**config.mk**
```make
export PLATFORM = sky130hd
export DESIGN_NAME = debounce_pulse_gen
export DESIGN_NICKNAME = d
export VERILOG_FILES = /design/src/rtl/debounce_pulse_gen.sv
export SDC_FILE = /design/constraint.sdc
export NUM_CORES = 1
export LEC_CHECK = 0
export CAP_MARGIN = 30
export CORE_MARGIN = 2
export CORE_UTILIZATION = 54
export CTS_CLUSTER_SIZE = 10
export DETAILED_ROUTE_END_ITERATION = 12
export PLACE_DENSITY = 0.74
export SETUP_SLACK_MARGIN = 0.02
export SLEW_MARGIN = 25
export SYNTH_ARGS = -nofsm -noshare
export SYNTH_HDL_FRONTEND = slang
export SYNTH_SLANG_ARGS = --single-unit
```
**constraint.sdc**
```tcl
create_clock -name clk -period 2.74 [get_ports clk]
set_clock_uncertainty 0.05 [all_clocks]
set_input_delay 0.411 -clock clk [delete_from_list [all_inputs] [get_ports clk]]
set_output_delay 0.411 -clock clk [all_outputs]
set_load 0.005 [all_outputs]
```
**src/rtl/debounce_pulse_gen.sv**
```systemverilog
// Pushbutton debouncer that emits one registered pulse per accepted press,
// with a press counter and a synchronized switch bit held steady around each pulse.
module debounce_pulse_gen #(
   parameter int DB_CYCLES = 4,
   parameter int CNT_W     = 16
) (
   input  logic       clk,
   input  logic       clear,
   input  logic       btn_raw,
   input  logic       sw_raw,
   output logic       clk_pulse,
   output logic       inp_1,
   output logic       btn_stable,
   output logic [7:0] press_count
);

   typedef enum logic [1:0] {
      IDLE = 2'd0,
      ARM  = 2'd1,
      HELD = 2'd2,
      REL  = 2'd3
   } state_t;

   localparam logic [CNT_W-1:0] CNT_MAX = CNT_W'(DB_CYCLES - 1);

   logic             btn_s1, btn_s2;
   logic             sw_s1, sw_s2;
   state_t           state, state_nxt;
   logic [CNT_W-1:0] cnt, cnt_nxt;
   logic             pulse_nxt, inp_nxt, stable_nxt;
   logic [7:0]       count_nxt;

   // State register, synchronizers and registered outputs.
   always_ff @(posedge clk) begin
      if (clear) begin
         btn_s1      <= 1'b0;
         btn_s2      <= 1'b0;
         sw_s1       <= 1'b0;
         sw_s2       <= 1'b0;
         state       <= IDLE;
         cnt         <= '0;
         clk_pulse   <= 1'b0;
         inp_1       <= 1'b0;
         btn_stable  <= 1'b0;
         press_count <= 8'd0;
      end else begin
         btn_s1      <= btn_raw;
         btn_s2      <= btn_s1;
         sw_s1       <= sw_raw;
         sw_s2       <= sw_s1;
         state       <= state_nxt;
         cnt         <= cnt_nxt;
         clk_pulse   <= pulse_nxt;
         inp_1       <= inp_nxt;
         btn_stable  <= stable_nxt;
         press_count <= count_nxt;
      end
   end

   // Next-state logic; cnt is only live in ARM and REL.
   always_comb begin
      state_nxt = state;
      cnt_nxt   = '0;
      case (state)
         IDLE: if (btn_s2) state_nxt = ARM;
         ARM: begin
            if (!btn_s2)              state_nxt = IDLE;
            else if (cnt == CNT_MAX)  state_nxt = HELD;
            else                      cnt_nxt   = cnt + CNT_W'(1);
         end
         HELD: if (!btn_s2) state_nxt = REL;
         REL: begin
            if (btn_s2)               state_nxt = HELD;
            else if (cnt == CNT_MAX)  state_nxt = IDLE;
            else                      cnt_nxt   = cnt + CNT_W'(1);
         end
         default: state_nxt = IDLE;
      endcase
   end

   // Output logic: pulse only on the ARM->HELD edge, switch sampled only while idle.
   always_comb begin
      pulse_nxt  = (state == ARM) && btn_s2 && (cnt == CNT_MAX);
      stable_nxt = (state_nxt == HELD) || (state_nxt == REL);
      inp_nxt    = (state == IDLE) ? sw_s2 : inp_1;
      count_nxt  = pulse_nxt ? press_count + 8'd1 : press_count;
      if ((state != IDLE) && (state != ARM) && (state != HELD) && (state != REL)) begin
         pulse_nxt  = 1'b0;
         stable_nxt = 1'b0;
         inp_nxt    = 1'b0;
         count_nxt  = 8'd0;
      end
   end

endmodule

```
Yosys cells after proc, flatten, opt, wreduce, memory -nomap -nowiden
Index checks and enable logic that the tools add are counted.

operators by class
  bitwise logic cells = 0
  shifts and indexed selects = 0
  multipliers = 0
  add/subtract/negate cells = 2
  order comparisons = 0
  divide/modulo/power cells = 0
  multiplexer cells = 11
  reductions and logical operators = 9
  equal/unequal tests = 9

operators by type and width
  operator                                        number
  two-way mux 16 bit                              3
  one-hot mux 16 bit (2 select lines)             1
  adder 16 x 1 -> 16 bit, second input constant   1
  == test 16 x 2 -> 1 bit, second input constant  1
  two-way mux 2 bit                               6
  adder 8 x 1 -> 8 bit, second input constant     1
  == test 2 bit, second input constant            4
  one-hot mux 2 bit (4 select lines)              1
  logical AND 1 bit                               5
  != test 2 bit, second input constant            2
  == test 2 x 1 -> 1 bit, second input constant   1
  logical NOT 2 bit                               1
  != test 2 x 1 -> 1 bit, second input constant   1
  nonzero test 2 bit                              1
  OR reduction 2 bit                              1
  logical OR 1 bit                                1

word-level totals
  bits of input ports = 4
  RAM bits = 0
  word-level logic and storage cells = 41
  latch bits = 0
  output and inout bits = 11
  memories kept = 0
  register bits after elaboration = 33
  ROM bits = 0

Depth between registers and ports, before layout
Gate-level depths: netlist of the first run.

  word-level depth = 6
  depth in mapped cells = 6
  mapped depth without buffers = 5

Worst setup path after synthesis of the first run
Ideal clock, no wire load.

  path type = reg-to-reg
  start = register cnt[0]
  end = register press_count[0]
  data required time = 2619 ps
  path slack = 562 ps
  buffers on the path = 0
  library setup time = 71 ps
  clock period less this slack = 2178 ps
  stages on the path, launching flop included = 6
  arrival time = 2057 ps
  cells stage by stage = dfxtp_1 > ha_1 > or4b_1 > or4_4 > or4_1 > a21oi_1

on the way
  cells in the longest elaborated chain, start to end = 2

ends and longest elaborated chain
  item                      RTL line  source
  start: declaration        29        logic [CNT_W-1:0] cnt, cnt_nxt;
  start signal: assignment  52        cnt <= cnt_nxt;
  == test 16 x 2 -> 1 bit   83        pulse_nxt = (state == ARM) && btn_s2 && (cnt == CNT_MAX);
  logical AND 1 bit         83
  end signal: assignment    56        press_count <= count_nxt;
  end: declaration          14        output logic [7:0] press_count

No other way between the ends.
A chain may end at the register's enable or synchronous reset.

Final worst setup path of the first run
Same ends and word-level chain as after synthesis.

==> impl_metrics.py, run 1 <==
metrics = {
    "timing": {
        "fmax_ghz": 0.4381,
        "tns_ns": 0,
        "timing.hold.ws_ns": 0.3876,
        "finalCritPeriodShare_pct": 83.30,
        "hold_violations": 0,
        "slew-limit-headroom_pct": 72.68,
        "tightest_slew_ns": 0.4060,
        "maxSlewViolCount": 0,
        "rsz0062_at_grt": "no",
        "setup_viol": 0,
        "period_needed_ns": 2.282,
    },
    "route": {
        "wl_met2_um": 1259,
        "vias_per_cell": 5.782,
        "met3_length_um": 113,
        "wire_per_inst_um": 12.59,
        "wl_um": 2594,
        "drc": 0,
        "first_pass_iters": 6,
        "wl_met1_um": 1199,
        "vias": 1191,
        "top_layer": "met4",
        "drt-initial-drc-count": 15,
        "drtAntennaViolNets": 0,
    },
    "clock_network": {
        "hold_buffers": 0,
        "clk_pin_slew_ns": 0.10,
        "cts_tree": "done",
        "cts_buffers": 5,
        "htreeDepth": 2,
        "cts_sinks": 33,
        "insertion_delay_ns": 0.33,
        "clockBufferDepth": 2,
        "cts_root_buf": "clkbuf_4",
        "cts_resized": 0,
        "post-cts-setup-buffer-count": 0,
    },
    "yosys": {
        "netlist_top_cells_area": "dfxtp_1 (47%), xor2_1 (6.8%), nor2b_1 (4.9%)",
        "synth_area_um2": 1409,
        "ys_ff_latch": 33,
        "avgSynthCellArea_um2": 8.974,
        "synth_top_area_share_pct": 46.89,
        "ys_warn_count": 0,
        "seq_area_frac_synth_pct": 46.89,
        "mappedNetlistNets": 163,
        "syn_inst": 157,
        "synth_largest_area_cell": "dfxtp_1",
        "ys_types": 32,
    },
    "setup_path": {
        "crit_chain": "ha_1 -> or4b_1 -> or4_4 -> or4_1 -> a21oi_1",
        "path_class": "register to register",
        "cp_slowest_stage_delay_ns": 0.51,
        "crit_required_ns": 2.96,
        "critical_path_buf_inv_count": 0,
        "cp_slowest_cell": "or4_1",
        "startpoint_type": "register",
        "crit_fanout": 4,
        "rrSetupSlack_ns": 0.46,
        "arrival_ns": 2.50,
        "critPathCaptureType": "register",
        "critPathTopFamily": "simple AND/OR/NAND/NOR gates",
    },
    "cells_and_area": {
        "num_antenna_cells": 0,
        "seqCellArea_um2": 660.6,
        "fill_cells": 215,
        "nNetsFinal": 181,
        "mostFrequentLayoutCell": "dfxtp_1",
        "fin_cells": 206,
        "layout-drive-gt1-share_pct": 7.386,
        "multiInputGateArea_um2": 713.2,
        "layout_common_cells": "dfxtp_1 (33), nor2_1 (18), clkdlybuf4s50_1 (14)",
        "syn_to_final_growth_pct": 16.16,
    },
    "power_and_ir_drop": {
        "power.switching_w": 0.0001645,
        "p_comb_share_pct": 2.2,
        "report.power.total_w": 0.0007533,
        "p_seq_share_pct": 64.3,
        "internal_power_w": 0.0005888,
        "power_density_nw_per_um2": 460.3,
        "swShare_pct": 21.83,
        "peakVddDrop_mv": 0.3849,
        "clockPowerShare_pct": 33.5,
        "leakage_nw": 0.5783,
    },
    "place": {
        "dpl.hpwl_um": 1875,
        "placed_cells": 198,
        "io_buffers": 14,
        "place_congestion": 0.7322,
    },
    "hold_path": {
        "hp-class": "register to register",
    },
    "global_route": {
        "grt_usage_pct": 20.91,
        "grt_max_degree": 22,
        "overflow": 0,
        "antenna_found_initial": 0,
        "grt_first_pass_wirelength_um": 4471,
        "grt_pass1_vias": 1079,
    },
    "floorplanning": {
        "pin_count": 15,
        "rows": 18,
        "initial_core_util_pct": 56.87,
        "coreArea_um2": 2477,
        "die_w_um": 55.08,
        "die_area_um2": 3034,
        "fp.dieH_um": 55.08,
    },
    "status": {
        "status": "finished clean",
    },
    "job": {
        "max_cap_violations": 0,
    },
}
metal layers:
| layer | track usage [%] | up-vias |
|---|---|---|
| met4 | 6.098 | 0 |
| met1 | 25.55 | 565 |
| li1 | - | 605 |
| met3 | 7.258 | 3 |
| met2 | 34.72 | 18 |
| met5 | 0 | - |
cell type report:
type                    count  area share (%)
flip-flops and latches     33           40.37
clock buffers               6           2.523
well taps                  30           2.294
repair buffers             17           9.939
clock inverters             2          0.6116
inverters                   3          0.6881
multi-input cells         115           43.58
worst paths after layout:
path,start,cells after the start,end
worst min-delay path,sw_s2,2,inp_1
worst min register to register,sw_s2,2,inp_1
worst max-delay path,cnt[0],5,press_count[0]
worst max register to register,cnt[0],5,press_count[0]
logic make-up after synthesis:
kind of cell,synth area share [%]
AOI/OAI and AO/OA,7.549
xor gates and xnor gates,7.460
adders and majority gates,1.776
buffers and inverters,2.486
DFF,46.89
muxes,1.510
and+or+nand+nor,32.33
cell usage after synthesis, drive strengths merged:
cell / count
and4b: 1
dfxtp: 33
nand2b: 2
ha: 2
o211ai: 1
nor2: 18
nand3: 10
inv: 3
nor2b: 11
o41ai: 1
o31ai: 2
or4: 7
clkbuf: 5
nand4b: 1
and4: 4
mux2i: 1
a21oi: 6
nor3: 1
nand2: 11
mux2: 1
xnor2: 1
and3: 1
or3: 2
nor4: 3
xor2: 11
or4b: 1
nor4b: 1
and2: 1
nand4: 6
buf: 1
o21ai: 8
flip-flops by register name, summed over array words and instances (netlist names):
name         count
btn_stable       1
press_count      8
btn_s2           1
sw_s2            1
btn_s1           1
cnt             16
inp_1            1
clk_pulse        1
state            2
sw_s1            1
power by group through the flow:
stage / Combinational, W / Sequential [W] / Clock (W)
floorplan: 0.00000843 / 0.000495 / 0
global placement: 0.0000158 / 0.000496 / 0
detailed placement: 0.0000164 / 0.000496 / 0
CTS: 0.0000164 / 0.000485 / 0.000263
global route: 0.0000179 / 0.000485 / 0.000285
finish: 0.0000163 / 0.000485 / 0.000252
stage by stage:
| stage | util [%] | setup WS [ns] | area, um^2 |
|---|---|---|---|
| 2_1_floorplan | - | 0.5619 | 1409 |
| 3_3_place_gp | 63.99 | 0.5308 | 1585 |
| 3_5_place_dp | 63.99 | 0.4625 | 1585 |
| 4_1_cts | 66.06 | 0.4524 | 1637 |
| 5_1_grt | 66.06 | 0.3240 | 1637 |
| 6_report | 66.06 | 0.4575 | 1637 |
worst reg2reg max path: stages, from the launching register on:
cell and delay [ns]:
dfxtp_1 0.38, ha_1 0.23, or4b_1 0.47, or4_4 0.46
or4_1 0.51, a21oi_1 0.14
Note: power is estimated with default switching activity, not from simulation.
==> inputs of run 2 (changes only) <==
CORE_UTILIZATION = 49   (was 54)
PLACE_DENSITY = 0.7   (was 0.74)
clock period = 2.05 ns   (was 2.74 ns; I/O delays follow)
==> impl_metrics.py, run 2 (same netlist as run 1, synthesis figures left out) <==
metrics = {
    "status": {
        "status": "complete, but fails checks",
        "violations": "negative setup slack",
    },
    "cells_and_area": {
        "finish.instance_area_um2": 1813,
        "syn_to_final_growth_pct": 28.69,
        "mostFrequentLayoutCell": "dfxtp_1",
        "num_antenna_cells": 0,
        "nNetsFinal": 193,
        "top_regs": "cnt: 16 flops, press_count: 8 flops, state: 2 flops",
        "largest_register": "cnt",
        "layout_common_cells": "dfxtp_1 (31), nor2_1 (18), clkdlybuf4s50_1 (14), buf_4 (12)",
        "largest_reg_flops": 16,
        "layout-drive-gt1-share_pct": 18.72,
    },
    "timing": {
        "setup_slack_ns": -0.03163,
        "setup_viol": 2,
        "hold_violations": 0,
        "rsz0062_at_grt": "yes",
        "finalCritPeriodShare_pct": 101.5,
        "fmax_ghz": 0.4804,
        "tns_ns": -0.03405,
        "maxSlewViolCount": 0,
        "tightest_slew_ns": 0.4092,
        "period_needed_ns": 2.082,
        "slew-limit-headroom_pct": 72.47,
    },
    "global_route": {
        "grt_max_degree": 17,
        "antenna_found_initial": 0,
        "overflow": 0,
        "grt_usage_pct": 19.22,
        "grt_first_pass_wirelength_um": 4912,
        "grt_pass1_vias": 1140,
    },
    "place": {
        "dpl_worst_slack_ns": -0.06796,
        "dpl.hpwl_um": 2016,
        "place_area_um2": 1690,
        "place_congestion": 0.7734,
        "io_buffers": 14,
    },
    "clock_network": {
        "insertion_delay_ns": 0.32,
        "cts_sinks": 33,
        "clockBufferDepth": 2,
        "cts_buffers": 5,
        "cts_tree": "done",
        "cts_root_buf": "clkbuf_4",
        "hold_buffers": 0,
        "htreeDepth": 2,
        "clk_pin_slew_ns": 0.10,
    },
    "setup_path": {
        "rrSetupSlack_ns": -0.03,
        "crit_required_ns": 2.26,
        "arrival_ns": 2.29,
        "crit_fanout": 4,
        "startpoint_type": "register",
        "path_class": "register to register",
        "critPathCaptureType": "register",
    },
    "power_and_ir_drop": {
        "p_comb_share_pct": 2.4,
        "swShare_pct": 21.07,
        "internal_power_w": 0.0008201,
        "p_seq_share_pct": 62.4,
        "power.switching_w": 0.0002189,
        "leakage_nw": 0.6474,
        "clockPowerShare_pct": 35.2,
        "peakVddDrop_mv": 0.5112,
        "power_density_nw_per_um2": 573.1,
    },
    "hold_path": {
        "hp-class": "register to register",
    },
    "floorplanning": {
        "die_area_um2": 3320,
        "rows": 19,
        "coreArea_um2": 2734,
        "fp.dieH_um": 57.62,
        "die_w_um": 57.62,
        "pin_count": 15,
        "initial_core_util_pct": 51.53,
    },
    "job": {
        "max_cap_violations": 0,
    },
    "route": {
        "wl_um": 2934,
        "drtAntennaViolNets": 0,
        "drc": 0,
        "wire_per_inst_um": 13.46,
        "first_pass_iters": 4,
        "vias_per_cell": 5.518,
        "vias": 1203,
        "drt-initial-drc-count": 43,
    },
}
-- run 2: cell types whose count changed in the layout (fill, tap and decap cells not counted), sizes merged --
cell,change
buf,+12
clkinv,-2
clkbuf,+1
-- run 2: worst paths after layout --
| path | start | end | cells after the start |
|---|---|---|---|
| setup reg to reg | cnt[1] | press_count[0] | 5 |
| setup / recovery | cnt[1] | press_count[0] | 5 |
| hold reg to reg | btn_s1 | btn_s2 | 1 |
| hold / removal | btn_s1 | btn_s2 | 1 |
-- run 2: metal layers --
metal | up-vias | routed length (um) | global-route usage, %
li1 | 618 | - | -
met1 | 558 | 1403 | 25.86
met2 | 25 | 1416 | 28.73
met3 | 2 | 104 | 5.580
met4 | 0 | 10 | 8.638
met5 | - | 0 | 0
-- run 2: critical path: stages, from the launching register on --
cell	delay (ns)
dfxtp_2	0.36
ha_4	0.13
or4b_4	0.45
or4_4	0.47
or4_4	0.44
a21oi_2	0.13
-- run 2: layout make-up --
cell class	count	area [um^2]
fill	235	920.9
multi-input combinational	115	778.2
sequential	33	663.1
timing repair buffer	29	266.5
clock buffer	7	55.05
tap	31	38.79
inverter	3	11.26
-- run 2: timing repair --
| item | 4_1_cts | 5_1_grt |
|---|---|---|
| resized for setup | 4 | 8 |
| buffers inserted | 1 | 1 |
| cloned | 0 | 1 |
| setup endpoints to repair | 19 | 3 |
| pin swaps | 1 | 5 |
-- run 2: power groups by stage --
stage               combinational [W]  clock, W  sequential (W)
floorplan                   0.0000116         0        0.000662
global placement            0.0000233         0        0.000663
detailed placement          0.0000241         0        0.000663
CTS                         0.0000243  0.000377        0.000648
global route                0.0000273  0.000406        0.000649
finish                      0.0000247  0.000366        0.000648
-- run 2: stage by stage --
step	hold WS [ns]	power [W]	utilization [%]	std cells
floorplan	0.3638	0.0006739	-	157
global placement	0.3698	0.0006860	61.83	208
detailed placement	0.3747	0.0006870	61.83	208
CTS	0.3974	0.001050	64.67	216
global route	0.4112	0.001083	66.32	218
finish	0.3933	0.001039	66.32	218
